File: config.mk
export PLATFORM = sky130hd
export DESIGN_NAME = cpu_sequencer
export DESIGN_NICKNAME = d
export VERILOG_FILES = /design/src/rtl/cpu_sequencer.sv
export SDC_FILE = /design/constraint.sdc
export NUM_CORES = 1
export LEC_CHECK = 0
export BUFFER_PORTS_ARGS = -buffer_cell sky130_fd_sc_hd__buf_2
export CAP_MARGIN = 20
export CORE_MARGIN = 5
export CORE_UTILIZATION = 45
export DETAILED_ROUTE_END_ITERATION = 7
export PLACE_DENSITY = 0.72
export RECOVER_POWER = 100
export SYNTH_ARGS = -nofsm -noshare
export SYNTH_HDL_FRONTEND = slang
export SYNTH_SLANG_ARGS = --single-unit
File: constraint.sdc
create_clock -name clk -period 2.2 [get_ports clk]
set_input_delay 0.33 -clock clk [delete_from_list [all_inputs] [get_ports clk]]
set_output_delay 0.33 -clock clk [all_outputs]
set_load 0.005 [all_outputs]
File: src/rtl/cpu_sequencer.sv
// Multi-cycle instruction sequencer: FETCH/DECODE/EXEC/WB loop driving register-file
// write enables, ALU controls and the program counter from an 8-bit instruction word.
module cpu_sequencer #(
    parameter int unsigned PC_W = 4
) (
    input  logic            clk,
    input  logic            rst_n,
    input  logic            start,
    input  logic [7:0]      instr,
    input  logic            alu_zero,
    output logic [PC_W-1:0] pc,
    output logic            we_a,
    output logic            we_b,
    output logic [1:0]      alu_op,
    output logic            do_alu,
    output logic            do_store,
    output logic            busy,
    output logic            halted,
    output logic            illegal,
    output logic [2:0]      state
);

    localparam int unsigned IR_W = 8;
    localparam int unsigned OP_W = 4;

    localparam logic [2:0] S_IDLE   = 3'd0;
    localparam logic [2:0] S_FETCH  = 3'd1;
    localparam logic [2:0] S_DECODE = 3'd2;
    localparam logic [2:0] S_EXEC   = 3'd3;
    localparam logic [2:0] S_WB     = 3'd4;
    localparam logic [2:0] S_HALT   = 3'd5;

    localparam logic [OP_W-1:0] OP_LDA = 4'h1;
    localparam logic [OP_W-1:0] OP_LDB = 4'h2;
    localparam logic [OP_W-1:0] OP_ADD = 4'h3;
    localparam logic [OP_W-1:0] OP_OR  = 4'h6;
    localparam logic [OP_W-1:0] OP_JMP = 4'h7;
    localparam logic [OP_W-1:0] OP_JZ  = 4'h8;
    localparam logic [OP_W-1:0] OP_ILO = 4'h9;
    localparam logic [OP_W-1:0] OP_IHI = 4'hE;
    localparam logic [OP_W-1:0] OP_HLT = 4'hF;

    logic [IR_W-1:0] ir, ir_nxt;
    logic            zero_q, zero_nxt;
    logic [2:0]      state_nxt;
    logic [PC_W-1:0] pc_nxt;
    logic            we_a_nxt, we_b_nxt, do_alu_nxt, do_store_nxt;
    logic            busy_nxt, halted_nxt, illegal_nxt;
    logic [1:0]      alu_op_nxt;
    logic [OP_W-1:0] op_cur, op_nxt;
    logic            in_dp, is_alu, is_ld;

    assign op_cur = ir[IR_W-1:OP_W];

    // State and registered-output update
    always_ff @(posedge clk or negedge rst_n) begin
        if (!rst_n) begin
            state    <= S_IDLE;
            pc       <= '0;
            ir       <= '0;
            zero_q   <= 1'b0;
            we_a     <= 1'b0;
            we_b     <= 1'b0;
            alu_op   <= 2'b00;
            do_alu   <= 1'b0;
            do_store <= 1'b0;
            busy     <= 1'b0;
            halted   <= 1'b0;
            illegal  <= 1'b0;
        end else begin
            state    <= state_nxt;
            pc       <= pc_nxt;
            ir       <= ir_nxt;
            zero_q   <= zero_nxt;
            we_a     <= we_a_nxt;
            we_b     <= we_b_nxt;
            alu_op   <= alu_op_nxt;
            do_alu   <= do_alu_nxt;
            do_store <= do_store_nxt;
            busy     <= busy_nxt;
            halted   <= halted_nxt;
            illegal  <= illegal_nxt;
        end
    end

    // Next state, and outputs decoded from the state/instruction being entered
    always_comb begin
        state_nxt    = state;
        pc_nxt       = pc;
        ir_nxt       = ir;
        zero_nxt     = zero_q;
        illegal_nxt  = illegal;
        we_a_nxt     = 1'b0;
        we_b_nxt     = 1'b0;
        alu_op_nxt   = 2'b00;
        do_alu_nxt   = 1'b0;
        do_store_nxt = 1'b0;
        busy_nxt     = 1'b0;
        halted_nxt   = 1'b0;
        op_nxt       = '0;
        in_dp        = 1'b0;
        is_alu       = 1'b0;
        is_ld        = 1'b0;

        case (state)
            S_IDLE: begin
                if (start) state_nxt = S_FETCH;
            end
            S_FETCH: begin
                ir_nxt    = instr;
                state_nxt = S_DECODE;
            end
            S_DECODE: begin
                state_nxt = S_EXEC;
            end
            S_EXEC: begin
                zero_nxt = alu_zero;
                if (op_cur == OP_HLT) begin
                    state_nxt = S_HALT;
                end else begin
                    state_nxt = S_WB;
                    if (op_cur >= OP_ILO && op_cur <= OP_IHI) illegal_nxt = 1'b1;
                end
            end
            S_WB: begin
                state_nxt = S_FETCH;
                if (op_cur == OP_JMP || (op_cur == OP_JZ && zero_q))
                    pc_nxt = PC_W'(ir[OP_W-1:0]);
                else
                    pc_nxt = pc + PC_W'(1);
            end
            S_HALT: begin
                if (start) begin
                    state_nxt = S_FETCH;
                    pc_nxt    = '0;
                end
            end
            default: begin
                state_nxt = S_IDLE;
            end
        endcase

        // Datapath controls track the instruction held from DECODE through WB
        op_nxt = ir_nxt[IR_W-1:OP_W];
        in_dp  = (state_nxt == S_DECODE) || (state_nxt == S_EXEC) || (state_nxt == S_WB);
        is_alu = (op_nxt >= OP_ADD) && (op_nxt <= OP_OR);
        is_ld  = (op_nxt == OP_LDA) || (op_nxt == OP_LDB);

        if (in_dp && is_alu) begin
            do_alu_nxt = 1'b1;
            alu_op_nxt = 2'(op_nxt - OP_ADD);
        end
        if (in_dp && is_ld) do_store_nxt = 1'b1;

        if (state_nxt == S_WB) begin
            we_a_nxt = is_alu || (op_nxt == OP_LDA);
            we_b_nxt = (op_nxt == OP_LDB);
        end

        busy_nxt   = in_dp || (state_nxt == S_FETCH);
        halted_nxt = (state_nxt == S_HALT);
    end

endmodule

Word-level counts from Yosys, hierarchy flattened. Index checks and enable logic that the tools add are counted.

Add/subtract/negate cells: 2. $lt $le $gt $ge: 4. Equality and inequality tests: 16. Muxes and demuxes: 12. Bitwise operators: 1. Reduce and logical (&&, ||, !) cells: 16.

Operators by type and width (number): $pmux W3 S5 (1); $eq A3 B2 Y1 const B (4); $eq A3 B3 Y1 const B (4); $eq A4 B4 Y1 const B (2); $mux W4 (2); $mux W8 (1); $pmux W4 S2 (1); $eq A3 B1 Y1 const B (2); $logic_or A1 B1 Y1 (6); $logic_and A1 B1 Y1 (5); $mux W1 (5); $add A4 B1 Y4 const B (1); $eq A4 B1 Y1 const B (1); $eq A4 B2 Y1 const B (1); $eq A4 B3 Y1 const B (1); $ge A4 B2 Y1 const B (1); $ge A4 B4 Y1 const B (1); $le A4 B3 Y1 const B (1); $le A4 B4 Y1 const B (1); $logic_not A3 Y1 (1); $mux W3 (1); $reduce_and A3 Y1 (1); $mux W2 (1); $ne A2 B2 Y1 const B (1); other kinds (5) (5).

Register bits: 25. Input port bits: 12. Output and inout bits: 16.

Logic depth before layout (Yosys ltp). Gate-level depths: netlist of run 1.

Word-level depth: 8. Mapped depth: 10. Depth with buffers taken out: 8.

Least setup slack after synthesis of run 1. No wires, ideal clock.

Path kind: reg2reg. Start: register state[1]. End: register alu_op[0]. Arrival: 1.992 ns. Required time: 2.114 ns. Slack: 0.122 ns. Cell stages (with the launch flop): 10. Period minus slack after synthesis: 2.078 ns. Path through: dfrtp_1 -> buf_6 -> nor3b_4 -> mux2_2 -> inv_1 -> ha_1 -> and3b_1 -> o21ai_0 -> o221ai_2 -> nor3_1.

Elaborated cells between the ends (all ways): 21. Those cells by class: add/sub: 1; order compare: 2; eq/ne: 8; mux: 4; reduce/logical: 6.

RTL lines: from (decl) (line 20) `output logic [2:0] state`; from (signal assigned) (line 71) `state <= state_nxt;`; $eq A3 B1 Y1 (*) (line 105) `case (state)`; $mux W8 (*) (line 105); named net ir_nxt[4] (line 43) `logic [IR_W-1:0] ir, ir_nxt;`; $ge A4 B2 Y1 / $le A4 B3 Y1 (equally long branches) (line 146) `is_alu = (op_nxt >= OP_ADD) && (op_nxt <= OP_OR);`; $logic_and A1 B1 Y1 (line 146); $logic_and A1 B1 Y1 (line 149) `if (in_dp && is_alu) begin`; $mux W2 (*) (line 149); named net alu_op_nxt[0] (line 49) `logic [1:0] alu_op_nxt;`; to (signal assigned) (line 77) `alu_op <= alu_op_nxt;`; to (decl) (line 14) `output logic [1:0] alu_op,`.

Mark *: on every way through the listed nets, which the timed path passes. The rest lies on a longest branch. A chain may end at the register's enable or synchronous reset.

Worst setup path in the final report of run 1.
Start: register state[1]. End: register alu_op[1].

The elaborated chain is that of the path after synthesis.

==> results of run 1 <==
==> layer usage <==
metal  vias to the layer above  track usage (%)
met5                         -                0
met4                         0             5.84
met3                         4             3.37
met2                        26             19.5
met1                       437             16.9
li1                        449                -
==> power by group through the flow <==
| stage | registers [W] | logic (W) | clock network, W |
|---|---|---|---|
| floorplan | 0.000814 | 0.000864 | 0 |
| global placement | 0.000834 | 0.00110 | 0 |
| detailed placement | 0.000840 | 0.00112 | 0 |
| CTS | 0.000830 | 0.00113 | 0.000208 |
| global route | 0.000859 | 0.00121 | 0.000227 |
| finish | 0.000830 | 0.00108 | 0.000198 |
==> synth_stat cells (2+ instances only) <==
| cell | number | share of area (%) |
|---|---|---|
| dfrtp_1 | 25 | 49 |
| inv_1 | 8 | 2.4 |
| ha_1 | 4 | 3.9 |
| buf_4 | 2 | 1.2 |
| a21oi_1 | 3 | 1.2 |
| nor3_1 | 4 | 1.6 |
| o21ai_0 | 3 | 1.2 |
| buf_6 | 2 | 1.8 |
| mux2i_1 | 4 | 3.2 |
| nor2_1 | 9 | 2.7 |
| mux2_2 | 8 | 7.1 |
| o22ai_1 | 4 | 2.0 |
| nand3_1 | 2 | 0.79 |
| nand2_1 | 3 | 0.89 |
==> layout make-up <==
class	instances	area [µm²]	area share, %
clock buffer	4	26.3	1.82
inverter	8	30.0	2.08
multi-input combinational	70	569	39.4
sequential	25	626	43.3
tap	31	38.8	2.69
timing repair buffer	32	154	10.7
==> state kept, by name, summed over array words and instances, names as in the netlist <==
| name | count |
|---|---|
| zero_q | 1 |
| ir | 8 |
| halted | 1 |
| we_b | 1 |
| we_a | 1 |
| state | 3 |
| do_store | 1 |
| illegal | 1 |
| pc | 4 |
| do_alu | 1 |
| alu_op | 2 |
| busy | 1 |
==> per-stage QoR <==
step                setup WS, ps  std cells  hold WS (ps)  power (W)  util [%]
global route                6.93        170           240    0.00230      52.8
floorplan                    122        108          34.4    0.00168         -
global placement             212        165           343    0.00193      52.3
finish                       157        170           243    0.00211      52.8
detailed placement           104        165           351    0.00196      52.3
CTS                         98.6        170           234    0.00217      53.6
==> logic make-up after synthesis <==
kind of cell,Yosys count,share of synthesized area (%)
xor gates and xnor gates,1,0.690
adders and majority gates,4,3.94
buffers and inverters,13,5.72
DFF,25,49.3
AOI/OAI and AO/OA,21,13.5
muxes,13,11.4
and+or+nand+nor,31,15.4
==> cell usage in the layout (no fill, tap or decap), types with 2 or more instances in the layout <==
cell      netlist  routed
mux2i_1         4       4
o22ai_1         4       4
nor3_1          4       5
nor2_1          9       9
mux2_2          8       6
mux2_4          1       2
inv_1           8       8
buf_2           1      19
clkbuf_4        0       3
o21ai_0         3       3
ha_1            4       4
dfrtp_1        25      25
a21oi_1         3       3
nand2_1         3       3
nand3_1         2       2
clkbuf_1        0      12
==> what timing repair did <==
item / CTS / global route
hold buffers: 1 / 0
buffers inserted: 0 / 0
endpoints found under the hold margin: 25 / 0
resized for setup: 0 / 1
endpoints found under the setup margin: 0 / 3
==> worst min path at each step <==
stage,slack [ps],depth (start not counted),from,endpoint
4_1_cts,230,2,alu_zero,zero_q$_DFFE_PN0N_
3_5_place_dp,350,1,rst_n,busy$_DFF_PN0_
2_1_floorplan,30,0,rst_n,alu_op[0]$_DFF_PN0_
6_report,240,2,alu_zero,zero_q$_DFFE_PN0N_
3_3_place_gp,340,1,rst_n,busy$_DFF_PN0_
5_1_grt,240,2,alu_zero,zero_q$_DFFE_PN0N_
==> summary.txt, run 1 <==
Setup path
  • Worst Setup EP: alu_op[1]$_DFF_PN0_
  • CP Data Required Time: 2440 ps
  • CP peak stage delay: 430 ps
  • Reg2reg end: alu_op[1]$_DFF_PN0_
  • Register-to-register setup slack: 160 ps
  • WP buf/inv: 1
  • Critical path arrival: 2280 ps
  • Crit Reg-Reg Startpoint: state[1]$_DFF_PN0_
  • Reg2reg path depth: 8
  • Critical Path End Type: flop
  • Slowest CP cell: dfrtp_1
  • CP max FO: 5
  • Crit path cell chain: nor3b_4 -> mux2_4 -> inv_1 -> ha_1 -> and3b_1 -> o21ai_0 -> o221ai_2 -> nor3_1
  • Setup crit start kind: flop
  • Crit path depth: 8
  • Top Family by Delay on Critical Path: simple AND/OR/NAND/NOR gates
  • CP Class: reg -> reg
  • Critical Path Source: state[1]$_DFF_PN0_

Route
  • Met2 WL: 1.15 mm
  • DR top layer: met4
  • Vias per Instance: 5.39
  • First-pass DRT Iterations: 4
  • Total Wirelength: 2.39 mm
  • Metal-1 WL: around 1.1 mm
  • Post-route DRC: 0
  • Met3 WL: 136 µm
  • Initial DRC Count: 62
  • Post-DRT Antenna Nets: 0
  • Via count: between 900 and 1k
  • WL/cell: 14.0 µm

Global routing
  • First-pass GRT wire length: 4.10 mm
  • GRT Util Overall: 12.8%
  • Initial antenna violation count: 0
  • GR Overflow Total: 0
  • Vias in the first global route: 885
  • Largest net degree at the start of global routing: 26

Power
  • Sw Share: 40.8%
  • Peak VDD IR: 815 µV
  • Sequential share of power: 39.3%
  • Clk pwr share: 9.4%
  • PD cells: 1460 mW/mm²
  • Net Switching: 0.000863 W
  • Comb power frac: between 50% and 60%
  • Int Pwr: around 0.0012 W
  • Pleak: between 0.6 and 0.7 nW

Timing
  • Fmax: 0.489 GHz
  • RSZ-0062 raised after global routing: no
  • Final setup fails: 0
  • Final slew viol count: 0
  • Setup TNS: 0 ps
  • Worst Skew: roughly 1.7 ps
  • Final min period: 2040 ps
  • Hold Fails Final Rpt: 0
  • Worst-Margin Slew: 1290 ps
  • Period utilization: ~93%
  • Slew HR: between 10% and 20%

Floorplan
  • Core area: 0.00273 mm²
  • FP Rows: 19
  • Die Width: roughly 63 µm
  • Chip Height: 63.1 µm
  • Initial core utilization: 46.4%
  • # IOs: 28
  • Die footprint: 0.00398 mm²

Placement
  • GP Congestion: 0.837
  • # port buffers: 27
  • Placed Area: 0.00143 mm²
  • Hpwl dp: 1.82 mm

Clocking
  • TritonCTS clock tree: done
  • Clock-pin slew on the worst setup and hold paths: 120 ps
  • Inserted Clock Buffers: 3
  • H-tree levels: 1
  • CTS Root Cell: clkbuf_4
  • Insertion delay to the later sink of the worst-skew pair: 310 ps
  • CTS max path bufs: 2
  • Clock tree sinks: 25

Min path
  • HP Class: in -> reg

Synthesis
  • Asr flop ratio synth: 100%
  • Yosys cell types: 41
  • Post-synth EDFFs: 0
  • Synthesis-stage register bit count: 25
  • Syn nets: 124
  • Avg Inst Size Synth: 11.7 µm²
  • Syn Std Cell Area: 0.00127 mm²
  • Most common flop cell mapped by yosys: dfrtp_1
  • Yosys Warn Count: 0
  • Syn Inst Count: 108
  • Sequential area share after synthesis: 49.3%

Outcome
  • Status: finished, final reports clean

Final layout
  • # nets final: 156
  • Area growth syn-to-layout: 13.8%
  • Filler instances: roughly 250
  • Ratio of cells with drive above 1 in the final layout: about 28%
  • Ant diodes: 0
  • Finished Cell Area: 0.00144 mm²

Run
  • Max-cap viol count: 0
Power figures use the tool's default switching activity.
==> run 2, diff against run 1 <==
- CELL_PAD_IN_SITES_DETAIL_PLACEMENT: unset -> 1
- CELL_PAD_IN_SITES_GLOBAL_PLACEMENT: unset -> 2
- CORE_UTILIZATION: 45 -> 34
- PLACE_DENSITY: 0.72 -> 0.81
==> run 2 against run 1 <==
- critical path depth rose by 1
- worst hold slack improved by 49 ps
- cell count rose by 11%
- sequential power rose by 2%
- wire length rose by 23%
- power rose by 8.7%
- combinational power rose by 9%
- global-route usage barely moved
- die area rose by 27%
- count of clock-buffer cells in the layout did not move
- sequential share of layout area fell by 1.7 points
- largest cell class unchanged
- largest power group unchanged
- highest routed layer unchanged
==> summary.txt, run 2 (synthesis results as in run 1) <==
Min path
  • Hold endpoint: zero_q$_DFFE_PN0N_ (unchanged)
  • Hold Crit Depth: 2 (unchanged)
  • Min-delay src: alu_zero (unchanged)
  • HP Class: in -> reg (unchanged)

Setup path
  • Register-to-register setup slack: 140 ps (was 160 ps)
  • Reg2reg end: alu_op[0]$_DFF_PN0_ (was alu_op[1]$_DFF_PN0_)
  • Reg2reg path depth: 9 (was 8)
  • CP Data Required Time: 2330 ps (was 2440 ps)
  • CP max FO: 4 (was 5)
  • Crit Reg-Reg Startpoint: state[2]$_DFF_PN0_ (was state[1]$_DFF_PN0_)
  • Critical path arrival: 2190 ps (was 2280 ps)
  • Critical Path End Type: flop (unchanged)
  • Setup crit start kind: flop (unchanged)
  • CP Class: reg -> reg (unchanged)

Run
  • Max-cap viol count: 0 (unchanged)

Power
  • Pleak: 0.667 nW (was 0.664 nW)
  • Overall power: 0.00230 W (was 0.00211 W)
  • PD cells: 1530 mW/mm² (was 1460 mW/mm²)
  • Peak VDD IR: 536 µV (was 815 µV)

Final layout
  • Max FFs per register: 8 (unchanged)
  • Area growth syn-to-layout: 18.3% (was 13.8%)
  • Filler instances: 422 (was 245)
  • Ratio of cells with drive above 1 in the final layout: 30.5% (was 28.1%)
  • Most common cell after layout, fill and taps aside: dfrtp_1 (unchanged)
  • Largest regs: ir x8, pc x4, state x3 (unchanged)
  • Ant diodes: 0 (unchanged)
  • Top reg by flops: ir (unchanged)
  • # nets final: 158 (was 156)
  • Most frequent cells in the layout: dfrtp_1 (25), buf_2 (18), clkbuf_1 (15) (was dfrtp_1 (25), buf_2 (19), clkbuf_1 (12))

Clocking
  • TritonCTS clock tree: done (unchanged)
  • Insertion delay to the later sink of the worst-skew pair: 270 ps (was 310 ps)
  • Clock-pin slew on the worst setup and hold paths: 90 ps (was 120 ps)
  • Clock tree sinks: 25 (unchanged)
  • CTS Hold Buffers Added: 0 (was 1)
  • H-tree levels: 1 (unchanged)
  • Inserted Clock Buffers: 3 (unchanged)
  • CTS Root Cell: clkbuf_8 (was clkbuf_4)
  • CTS max path bufs: 2 (unchanged)

Floorplan
  • FP Rows: 22 (was 19)
  • # IOs: 28 (unchanged)
  • Die footprint: 0.00505 mm² (was 0.00398 mm²)
  • Chip Height: 71.1 µm (was 63.1 µm)
  • Die Width: 71.1 µm (was 63.1 µm)
  • Core area: 0.00363 mm² (was 0.00273 mm²)
  • Initial core utilization: 34.9% (was 46.4%)

Timing
  • Hold Fails Final Rpt: 0 (unchanged)
  • Final setup fails: 0 (unchanged)
  • Final slew viol count: 0 (unchanged)
  • Slew HR: 9.60% (was 14.3%)
  • Worst-Margin Slew: 1360 ps (was 1290 ps)
  • Period utilization: 93.7% (was 92.9%)
  • Setup TNS: 0 ps (unchanged)
  • Final min period: 2060 ps (was 2040 ps)
  • RSZ-0062 raised after global routing: no (unchanged)
  • Fmax: 0.485 GHz (was 0.489 GHz)
  • Worst Skew: 6.63 ps (was 1.74 ps)

Route
  • First-pass DRT Iterations: 3 (was 4)
  • Via count: 961 (was 916)
  • Total Wirelength: 2.94 mm (was 2.39 mm)
  • Vias per Instance: 5.08 (was 5.39)
  • Post-DRT Antenna Nets: 0 (unchanged)
  • WL/cell: 15.6 µm (was 14.0 µm)
  • Post-route DRC: 0 (unchanged)
  • Initial DRC Count: 43 (was 62)

Placement
  • GP Congestion: 0.853 (was 0.837)
  • # port buffers: 27 (unchanged)
  • Hpwl dp: 2.26 mm (was 1.82 mm)

Outcome
  • Status: finished, final reports clean (unchanged)

Global routing
  • GR Overflow Total: 0 (unchanged)
  • First-pass GRT wire length: 5.07 mm (was 4.10 mm)
  • GRT Util Overall: 12.8% (about the same)
  • Largest net degree at the start of global routing: 26 (unchanged)
  • Vias in the first global route: 1,063 (was 885)
  • Initial antenna violation count: 0 (unchanged)
[run 2: changes by cell type in the layout (fill, tap and decap cells not counted), moves of 2 or more]
cell / before / now
mux2_2: 6 / 8
clkbuf_8: 0 / 3
clkbuf_1: 12 / 15
clkbuf_4: 3 / 0
[run 2: repair_timing]
action                                  4_1_cts  5_1_grt
setup buffers                                 0        2
endpoints found under the setup margin        0        4
gates resized for setup                       0        5
[run 2: worst max path at each step]
stage	from	endpoint	slack [ps]	depth (start not counted)
global route	state[2]$_DFF_PN0_	do_alu$_DFF_PN0_	0.6	9
global placement	state[1]$_DFF_PN0_	alu_op[0]$_DFF_PN0_	170	8
finish	state[2]$_DFF_PN0_	alu_op[0]$_DFF_PN0_	140	9
floorplan	state[1]$_DFF_PN0_	alu_op[0]$_DFF_PN0_	120	9
detailed placement	state[1]$_DFF_PN0_	alu_op[1]$_DFF_PN0_	60	8
CTS	state[1]$_DFF_PN0_	alu_op[1]$_DFF_PN0_	40	8
[run 2: cell type report]
class / instances / area [µm²] / area share, %
flip-flops and latches: 25 / 626 / 41.7
repair buffers: 34 / 158 / 10.5
well taps: 48 / 60.1 / 4.00
clock buffers: 4 / 45.0 / 3.00
inverters: 8 / 30.0 / 2.00
multi-input cells: 70 / 583 / 38.8
[run 2: stage by stage]
| step | hold slack, ps | instances | worst slack [ps] | utilization [%] | instance area [µm²] |
|---|---|---|---|---|---|
| 3_5_place_dp | 359 | 183 | 56.7 | 40.2 | 1460 |
| 6_report | 292 | 189 | 138 | 41.3 | 1500 |
| 2_1_floorplan | 34.4 | 108 | 122 | - | 1270 |
| 4_1_cts | 59.6 | 187 | 38.8 | 41.4 | 1500 |
| 5_1_grt | 287 | 189 | 0.591 | 41.3 | 1500 |
| 3_3_place_gp | 349 | 183 | 170 | 40.2 | 1460 |
[run 2: critical path, stage by stage, from the launching register on]
cell	delay [ps]
dfrtp_1	410
nor3b_4	260
buf_4	170
mux2i_4	240
inv_2	70
ha_1	230
inv_1	90
a31oi_1	100
o221ai_2	280
nor3_1	80
[run 2: power by group]
group	switching, W	internal (W)
logic	0.000624	0.000556
clock network	0.000142	0.000129
registers	0.000183	0.000663
[run 2: layer usage]
metal | GRT usage (%) | up-vias | wire [µm]
li1 | - | 456 | -
met1 | 15.6 | 474 | 1240
met2 | 20.8 | 25 | 1480
met3 | 3.55 | 6 | 161
met4 | 6.05 | 0 | 56
met5 | 0 | - | 0
